$ cat src/rtl/ecdsa_verify_ctrl_pkg.sv
// Shared types for the ECDSA verify controller: request metadata, queued
// descriptors and the two FSM state encodings.
package meta_package;

    typedef struct packed {
        logic [7:0] tag;
        logic       bypass;
        logic [3:0] key_idx;
    } ecdsa_req_meta_t;

    typedef struct packed {
        logic [7:0] tag;
        logic       bypass;
        logic       malformed;
    } ecdsa_desc_t;

    typedef enum logic {OUT_PKT, IN_PKT} frame_state_e;

    typedef enum logic [1:0] {IDLE, BUSY, RESP} eng_state_e;

    localparam int BEAT_CNT_W = 8;

    function automatic logic [BEAT_CNT_W-1:0] sat_inc8(input logic [BEAT_CNT_W-1:0] c);
        return (c == 8'hFF) ? c : c + 8'd1;
    endfunction

endpackage

$ cat src/rtl/ecdsa_verify_ctrl_fifo.sv
// Descriptor queue for the verify controller. A second write port lets an
// aborted packet and a single-beat packet land in the same cycle.
module ecdsa_desc_fifo
    import meta_package::*;
#(
    parameter int DESC_DEPTH = 4
) (
    input  logic        clk,
    input  logic        rst,
    input  logic        push,
    input  ecdsa_desc_t push_data,
    input  logic        push2,
    input  ecdsa_desc_t push2_data,
    input  logic        pop,
    output ecdsa_desc_t pop_data,
    output logic        full,
    output logic        empty,
    output logic        one_free
);

    localparam int AW = $clog2(DESC_DEPTH);

    ecdsa_desc_t     mem_q [DESC_DEPTH];
    logic [AW-1:0]   wr_q, wr_d, rd_q, rd_d;
    logic [AW:0]     cnt_q, cnt_d;

    assign full     = (cnt_q == (AW+1)'(DESC_DEPTH));
    assign empty    = (cnt_q == '0);
    assign one_free = (cnt_q == (AW+1)'(DESC_DEPTH - 1));
    assign pop_data = mem_q[rd_q];

    always_comb begin
        wr_d  = wr_q + AW'(push) + AW'(push2);
        rd_d  = rd_q + AW'(pop);
        cnt_d = cnt_q + (AW+1)'(push) + (AW+1)'(push2) - (AW+1)'(pop);
    end

    always_ff @(posedge clk or posedge rst) begin
        if (rst) begin
            wr_q  <= '0;
            rd_q  <= '0;
            cnt_q <= '0;
        end else begin
            wr_q  <= wr_d;
            rd_q  <= rd_d;
            cnt_q <= cnt_d;
        end
    end

    // push2 always follows push, so it occupies the slot after wr_q.
    always_ff @(posedge clk) begin
        if (push)  mem_q[wr_q]         <= push_data;
        if (push2) mem_q[wr_q + AW'(1)] <= push2_data;
    end

endmodule

$ cat src/rtl/ecdsa_verify.sv
// Top of the ECDSA verify controller: packet framing, descriptor queue and a
// fixed-latency engine model. Define ECDSA_VERIFY_STATS_EN for result counters.
module ecdsa_verify_ctrl
    import meta_package::*;
#(
    parameter int DATA_W     = 512,
    parameter int MIN_BEATS  = 2,
    parameter int MAX_BEATS  = 16,
    parameter int VERIFY_LAT = 32,
    parameter int DESC_DEPTH = 4
) (
    input  logic              clk,
    input  logic              rst,
    input  logic              in_valid,
    output logic              in_ready,
    input  logic [DATA_W-1:0] in_hdr_data,
    input  ecdsa_req_meta_t   in_meta_data,
    input  logic              in_sop,
    input  logic              in_eop,
    output logic              signature_valid,
    output logic              signature_verified,
    output logic [7:0]        signature_tag,
    output logic              err_orphan
`ifdef ECDSA_VERIFY_STATS_EN
    ,
    output logic [31:0]       stat_ok,
    output logic [31:0]       stat_fail,
    output logic [31:0]       stat_orphan
`endif
);

    localparam int BW = (VERIFY_LAT > 1) ? $clog2(VERIFY_LAT) : 1;

    logic            full, empty, one_free, push, push2, pop, accept;
    ecdsa_desc_t     push_data, push2_data, pop_data, cur_q, cur_d;
    frame_state_e    frm_q, frm_d;
    eng_state_e      eng_q, eng_d;
    logic [7:0]      tag_q, tag_d, cnt_q, cnt_d, cnt_inc;
    logic            byp_q, byp_d, orphan_q, orphan_d;
    logic [BW-1:0]   busy_q, busy_d;
    logic            unused_inputs;

    assign unused_inputs = ^{in_hdr_data, in_meta_data.key_idx};

    function automatic logic malformed(input logic [7:0] c);
        return (int'(c) < MIN_BEATS) || (int'(c) > MAX_BEATS);
    endfunction

    ecdsa_desc_fifo #(.DESC_DEPTH(DESC_DEPTH)) u_fifo (
        .clk        (clk),
        .rst        (rst),
        .push       (push),
        .push_data  (push_data),
        .push2      (push2),
        .push2_data (push2_data),
        .pop        (pop),
        .pop_data   (pop_data),
        .full       (full),
        .empty      (empty),
        .one_free   (one_free)
    );

    // An abort plus a single-beat packet needs two slots, so refuse that beat
    // when only one is left.
    assign in_ready = !rst && !full && !(frm_q == IN_PKT && in_sop && in_eop && one_free);
    assign accept   = in_valid && in_ready;
    assign cnt_inc  = sat_inc8(cnt_q);

    always_comb begin
        frm_d      = frm_q;
        tag_d      = tag_q;
        byp_d      = byp_q;
        cnt_d      = cnt_q;
        orphan_d   = 1'b0;
        push       = 1'b0;
        push2      = 1'b0;
        push_data  = '0;
        push2_data = '0;
        if (accept) begin
            if (in_sop) begin
                tag_d = in_meta_data.tag;
                byp_d = in_meta_data.bypass;
                cnt_d = 8'd1;
                frm_d = in_eop ? OUT_PKT : IN_PKT;
                if (frm_q == IN_PKT) begin
                    push      = 1'b1;
                    push_data = '{tag: tag_q, bypass: byp_q, malformed: 1'b1};
                    if (in_eop) begin
                        push2      = 1'b1;
                        push2_data = '{tag: in_meta_data.tag, bypass: in_meta_data.bypass,
                                       malformed: malformed(8'd1)};
                    end
                end else if (in_eop) begin
                    push      = 1'b1;
                    push_data = '{tag: in_meta_data.tag, bypass: in_meta_data.bypass,
                                  malformed: malformed(8'd1)};
                end
            end else if (frm_q == IN_PKT) begin
                cnt_d = cnt_inc;
                if (in_eop) begin
                    frm_d     = OUT_PKT;
                    push      = 1'b1;
                    push_data = '{tag: tag_q, bypass: byp_q, malformed: malformed(cnt_inc)};
                end
            end else begin
                orphan_d = 1'b1;
            end
        end
    end

    always_comb begin
        eng_d  = eng_q;
        busy_d = busy_q;
        cur_d  = cur_q;
        pop    = 1'b0;
        unique case (eng_q)
            IDLE: begin
                if (!empty) begin
                    pop    = 1'b1;
                    cur_d  = pop_data;
                    busy_d = BW'(VERIFY_LAT - 1);
                    eng_d  = pop_data.bypass ? RESP : BUSY;
                end
            end
            BUSY: begin
                if (busy_q == '0) eng_d = RESP;
                else              busy_d = busy_q - BW'(1);
            end
            RESP:    eng_d = IDLE;
            default: eng_d = IDLE;
        endcase
    end

    always_ff @(posedge clk or posedge rst) begin
        if (rst) begin
            frm_q    <= OUT_PKT;
            tag_q    <= '0;
            byp_q    <= 1'b0;
            cnt_q    <= '0;
            orphan_q <= 1'b0;
            eng_q    <= IDLE;
            busy_q   <= '0;
            cur_q    <= '0;
        end else begin
            frm_q    <= frm_d;
            tag_q    <= tag_d;
            byp_q    <= byp_d;
            cnt_q    <= cnt_d;
            orphan_q <= orphan_d;
            eng_q    <= eng_d;
            busy_q   <= busy_d;
            cur_q    <= cur_d;
        end
    end

    assign signature_valid    = (eng_q == RESP);
    assign signature_verified = signature_valid && (cur_q.bypass || !cur_q.malformed);
    assign signature_tag      = signature_valid ? cur_q.tag : 8'h00;
    assign err_orphan         = orphan_q;

`ifdef ECDSA_VERIFY_STATS_EN
    always_ff @(posedge clk or posedge rst) begin
        if (rst) begin
            stat_ok     <= '0;
            stat_fail   <= '0;
            stat_orphan <= '0;
        end else begin
            if (signature_valid && signature_verified)  stat_ok     <= stat_ok + 32'd1;
            if (signature_valid && !signature_verified) stat_fail   <= stat_fail + 32'd1;
            if (err_orphan)                             stat_orphan <= stat_orphan + 32'd1;
        end
    end
`endif

endmodule

$ cat config.mk
export PLATFORM = sky130hd
export DESIGN_NAME = ecdsa_verify_ctrl
export DESIGN_NICKNAME = d
export VERILOG_FILES = /design/src/rtl/ecdsa_verify_ctrl_pkg.sv /design/src/rtl/ecdsa_verify_ctrl_fifo.sv /design/src/rtl/ecdsa_verify.sv
export SDC_FILE = /design/constraint.sdc
export NUM_CORES = 1
export LEC_CHECK = 0
export BUFFER_PORTS_ARGS = -buffer_cell sky130_fd_sc_hd__buf_2
export CAP_MARGIN = 30
export CORE_AREA = 8 8 206 208
export DETAILED_ROUTE_END_ITERATION = 8
export DIE_AREA = 0 0 214 216
export GPL_TIMING_DRIVEN = 0
export SLEW_MARGIN = 20
export SYNTH_ARGS = -nofsm -noshare
export SYNTH_HDL_FRONTEND = slang
export SYNTH_SLANG_ARGS = --single-unit
$ cat constraint.sdc
create_clock -name clk -period 8.8 [get_ports clk]
set_input_delay 1.32 -clock clk [delete_from_list [all_inputs] [get_ports clk]]
set_output_delay 1.32 -clock clk [all_outputs]
set_load 0.05 [all_outputs]
# Word level (Yosys, flattened, before mapping)

Memory sizes are Yosys's and may differ from the RTL's.
Index checks and enable logic that the tools add are counted.

Output and inout bits: 12
Word-level logic and storage cells: 96
Flip-flop bits (word level): 43
Bits of input ports: 530
Memory bits (writable): 40
Memories: 1

Memory list:

| name         | depth | bits a word | read ports | clocked after memory_dff | wr ports | line                         | RTL |
|---|---|---|---|---|---|---|---|
| u_fifo.mem_q | 4     | 10          | 1          | 0                        | 2        | ecdsa_verify_ctrl_fifo.sv:23 | `ecdsa_desc_t mem_q [DESC_DEPTH];` |

Add/subtract/negate cells: 9
Mux-type cells: 39
Order comparisons: 2
Bitwise operators: 1
Equal/unequal tests: 8
Reduce and logical (&&, ||, !) cells: 23

Operator list:

| kind                                                          | number |
|---|---|
| 2-to-1 mux 10 bit                                             | 9 |
| 2-to-1 mux 8 bit                                              | 4 |
| 2-to-1 mux 1 bit                                              | 19 |
| 2-to-1 mux 5 bit                                              | 2 |
| one-hot mux 5 bit (2 select lines)                            | 1 |
| adder 8 x 1 -> 8 bit, second input constant                   | 1 |
| equality test 8 bit, second input constant                    | 1 |
| greater-than comparator 8 x 5 -> 1 bit, second input constant | 1 |
| < comparator 8 x 2 -> 1 bit, second input constant            | 1 |
| AND reduction 2 bit                                           | 4 |
| logical AND 1 bit                                             | 7 |
| adder 2 x 1 -> 2 bit                                          | 3 |
| adder 3 x 1 -> 3 bit                                          | 2 |
| 2-to-1 mux 2 bit                                              | 3 |
| != test 2 bit, second input constant                          | 3 |
| zero test 5 bit                                               | 1 |
| subtractor 5 x 1 -> 5 bit, second input constant              | 1 |
| zero test 1 bit                                               | 4 |
| one-hot mux 2 bit (2 select lines)                            | 1 |
| nonzero test 2 bit                                            | 2 |
| equality test 3 x 2 -> 1 bit, second input constant           | 1 |
| equality test 3 bit, second input constant                    | 1 |
| zero test 3 bit                                               | 1 |
| AND reduction 3 bit                                           | 1 |
| other kinds (7)                                               | 8 |

# Logic depth before layout (Yosys ltp)

Word-level depth: 10
Gate-level depth with buffers: 11
Mapped depth without buffers: 9

# Hierarchy

A second synthesis with hierarchy kept.

Cells, all modules: 371
Area total of the unflattened synthesis: 4444.3 um^2

Modules (own cells, without submodules):

| module            | cells an instance | area each (um^2) | seq. area each (um^2) | times used |
|---|---|---|---|---|
| ecdsa_desc_fifo   | 132               | 2394.8           | 1376.3                | 1 |
| ecdsa_verify_ctrl | 239               | 2049.5           | 900.9                 | 1 |

# Worst setup path after synthesis

OpenSTA, ideal clock, no wires.

Path kind: input to output
From: in in_sop
To: out in_ready
Buffers on the path: 2
Required time: 7.480 ns
Arrival: 2.934 ns
Cell stages on the path: 4
Slack: 4.546 ns
Path through: buf_6 and3_1 buf_6 a211oi_1

Longest elaborated chain between the ends: 5

Ends and longest elaborated chain:

| what                            | line               | RTL |
|---|---|---|
| start: declaration              | ecdsa_verify.sv:18 | `input logic in_sop,` |
| logical AND 1 bit (3 in series) | ecdsa_verify.sv:65 | `assign in_ready = !rst && !full && !(frm_q == IN_PKT && in_sop && in_eop && one_free);` |
| zero test 1 bit                 | ecdsa_verify.sv:65 |  |
| logical AND 1 bit               | ecdsa_verify.sv:65 |  |
| end: declaration                | ecdsa_verify.sv:15 | `output logic in_ready,` |

No other way between the ends.

# Worst setup path in the final report

From: in in_eop
To: out in_ready

Longest elaborated chain between the ends: 4

Ends and longest elaborated chain:

| what                            | line               | RTL |
|---|---|---|
| start: declaration              | ecdsa_verify.sv:19 | `input logic in_eop,` |
| logical AND 1 bit (2 in series) | ecdsa_verify.sv:65 |  |
| zero test 1 bit                 | ecdsa_verify.sv:65 |  |
| logical AND 1 bit               | ecdsa_verify.sv:65 |  |

No other way between the ends.

==> results.sh <==
export IMPL_cts_htree_levels=3
export IMPL_grt_util_all_layers_pct=4.28
export IMPL_synth_nets=880
export IMPL_critical_path_required_ps=7480
export IMPL_numCtsBuffers=9
export IMPL_status="completed"
export IMPL_finalNetCount=919
export IMPL_synth_edff_count=40
export IMPL_hold_buffers=0
export IMPL_synth_area_leaders="edfxtp_1 (28%), dfrtp_1 (26%), a22o_1 (7.7%), mux4_2 (5.3%), nand2_1 (4.3%)"
export IMPL_grt_overflow_total=0
export IMPL_fin_ws_ps=4870
export IMPL_dp_hpwl_mm=6.98
export IMPL_yosys_area_top_type="edfxtp_1"
export IMPL_leakagePower_nw=1.95
export IMPL_grt_max_degree=34
export IMPL_die_width_um=214
export IMPL_vias_per_cell=3.06
export IMPL_hold_violations=0
export IMPL_period_minus_slack_ps=3930
export IMPL_synth_top_area_share_pct=28.5
export IMPL_postSynth_asyncResetShare_pct=51.8
export IMPL_gp_congestion=0.697
export IMPL_synthFlopType="dfrtp_1"
export IMPL_dieArea_um2=46200
export IMPL_syn_avg_cell_area_um2=12.3
export IMPL_wirelength_mm=9.77
export IMPL_setup_violations=0
export IMPL_antenna_found_initial=2
export IMPL_clkSlewWorstSetupHoldPaths_ps=60
export IMPL_grt_pass1_vias=2871
export IMPL_syn_area_um2=4220
export IMPL_drtAntennaViolNets=0
export IMPL_placed_cell_area_um2=5030
export IMPL_hold_ws_ps=464
export IMPL_slew_headroom_pct=37.7
export IMPL_critPathMaxFanout=7
export IMPL_crit_type="input port to output pin"
export IMPL_ys_types=57
export IMPL_max_cap_violations=0
export IMPL_drive_gt1_share_pct=21.8
export IMPL_drtPass1Iterations=4
export IMPL_post_cts_resized=0
export IMPL_rsz0062_at_grt="no"
export IMPL_startpoint_type="input port"
export IMPL_finClkSkew_ps=6.78
export IMPL_fmax_ghz=0.254
export IMPL_power_density_nw_per_um2=277
export IMPL_grt_pass1_wl_mm=15.7
export IMPL_initial_core_util_pct=10.8
export IMPL_ys_seq_area_share_pct=54.0
export IMPL_num_antenna_cells=0
export IMPL_worst_hold_path_type="flop to flop"
export IMPL_wire_per_inst_um=10.7
export IMPL_post_cts_buffers=0
export IMPL_report_final_slew_viol_count=0
export IMPL_yosysWarnings=0
export IMPL_post_place_ws_ps=4560
export IMPL_fill_cells=4352
export IMPL_cts_buffer_depth=2
export IMPL_ys_seq_elements=83
export IMPL_insertion_delay_ps=340
export IMPL_netlist_instances=342
export IMPL_drt_iter0_markers=157
export IMPL_syn_to_final_growth_pct=27.1
export IMPL_fin_crit_sh_pct=44.7
export IMPL_cts_sinks=83
export IMPL_cp_end_kind="output pin"
export IMPL_netlist_top_cells_count="nand2_1 (48), dfrtp_1 (43), edfxtp_1 (40)"
export IMPL_yosysMostFrequentCell="nand2_1"
export IMPL_drc=0
export IMPL_io_pins=542
export IMPL_io_buffers=24
export IMPL_vdd_drop_max_mv=0.116
export IMPL_rows=73
export IMPL_cts_tree="done"
export IMPL_stdcell_area_um2=5360
export IMPL_dieHeight_um=216
export IMPL_root_buffer="clkbuf_16"
export IMPL_crit_arrival_ps=2610
export IMPL_vias=2784
export IMPL_tightest_slew_ps=916
export IMPL_tns_ps=0
export IMPL_coreArea_um2=39200
==> path summary, 6_finish.rpt <==
check,cells after the start,slack [ps],start,endpoint
worst max-delay path,5,4870,in_eop,in_ready
worst min-delay path,2,460,cur_q[6],cur_q[6]
worst max register to register,11,5550,frm_q,u_fifo.cnt_q[2]
worst min register to register,2,460,cur_q[6],cur_q[6]
max in group asynchronous,3,7310,rst,u_fifo.wr_q[0]
min in group asynchronous,2,1000,rst,tag_q[6]
==> layer usage <==
| layer | GRT usage, % | vias to the layer above | part of all wire [%] |
|---|---|---|---|
| li1 | - | 1358 | - |
| met1 | 4.90 | 1348 | 42 |
| met2 | 7.53 | 55 | 51 |
| met3 | 0.811 | 21 | 3.8 |
| met4 | 2.21 | 2 | 2.9 |
| met5 | 0 | - | 0.13 |
==> through the flow <==
step / power (mW) / std cells / utilization, %
3_5_place_dp: 1.09 / 893 / 12.8
6_report: 1.48 / 911 / 13.7
5_1_grt: 1.58 / 911 / 13.7
2_1_floorplan: 0.966 / 342 / -
3_3_place_gp: 1.08 / 891 / 12.7
4_1_cts: 1.50 / 909 / 13.6
==> state kept, by name (all words and copies together), names as in the netlist <==
signal / flops
busy_q: 5
u_fifo.mem_q: 40
tag_q: 8
u_fifo.rd_q: 2
cnt_q: 8
byp_q: 1
frm_q: 1
cur_q: 10
err_orphan: 1
eng_q: 2
u_fifo.wr_q: 2
u_fifo.cnt_q: 3
==> layout make-up <==
cell class                      count  area [um2]  area share [%]
Clock inverter                      6        88.8            1.66
Timing Repair Buffer               28         159            2.97
Multi-Input combinational cell    227        1810            33.8
Tap cell                          525         657            12.3
Inverter                           15        56.3            1.05
Clock buffer                       10         229            4.27
Buffer                             17        82.6            1.54
Sequential cell                    83        2280            42.5
==> cells in the final DEF (no fill, tap or decap), drive strengths merged, types with 4 or more instances in the layout <==
cell type	count
nand3	8
xor2	5
clkbuf	24
a21oi	20
ha	5
nand2	49
mux4	10
a22o	37
dfrtp	43
buf	31
edfxtp	40
nor3	4
o21ai	7
nor2	12
mux2	10
inv	15
and2	9
a31oi	7
==> worst max-delay path, stage by stage <==
cell and delay [ps]:
buf_2 150, and3_1 180, buf_6 150, a211oi_1 440, buf_2 360
==> logic make-up (layout without fill, tap and decap cells) <==
logic type / after synthesis / after routing / share of synthesized area [%]
and+or+nand+nor: 102 / 102 / 12.0
AOI/OAI and AO/OA: 85 / 85 / 17.2
DFF: 83 / 83 / 54.0
buffers and inverters: 32 / 76 / 3.29
muxes: 23 / 23 / 8.72
adders and majority gates: 10 / 10 / 3.38
xor gates and xnor gates: 7 / 7 / 1.45
==> where the power goes <==
part           internal [mW]  switching (mW)
sequential             0.510          0.0669
combinational          0.199           0.306
clock                  0.249           0.153
Power figures use the tool's default switching activity.
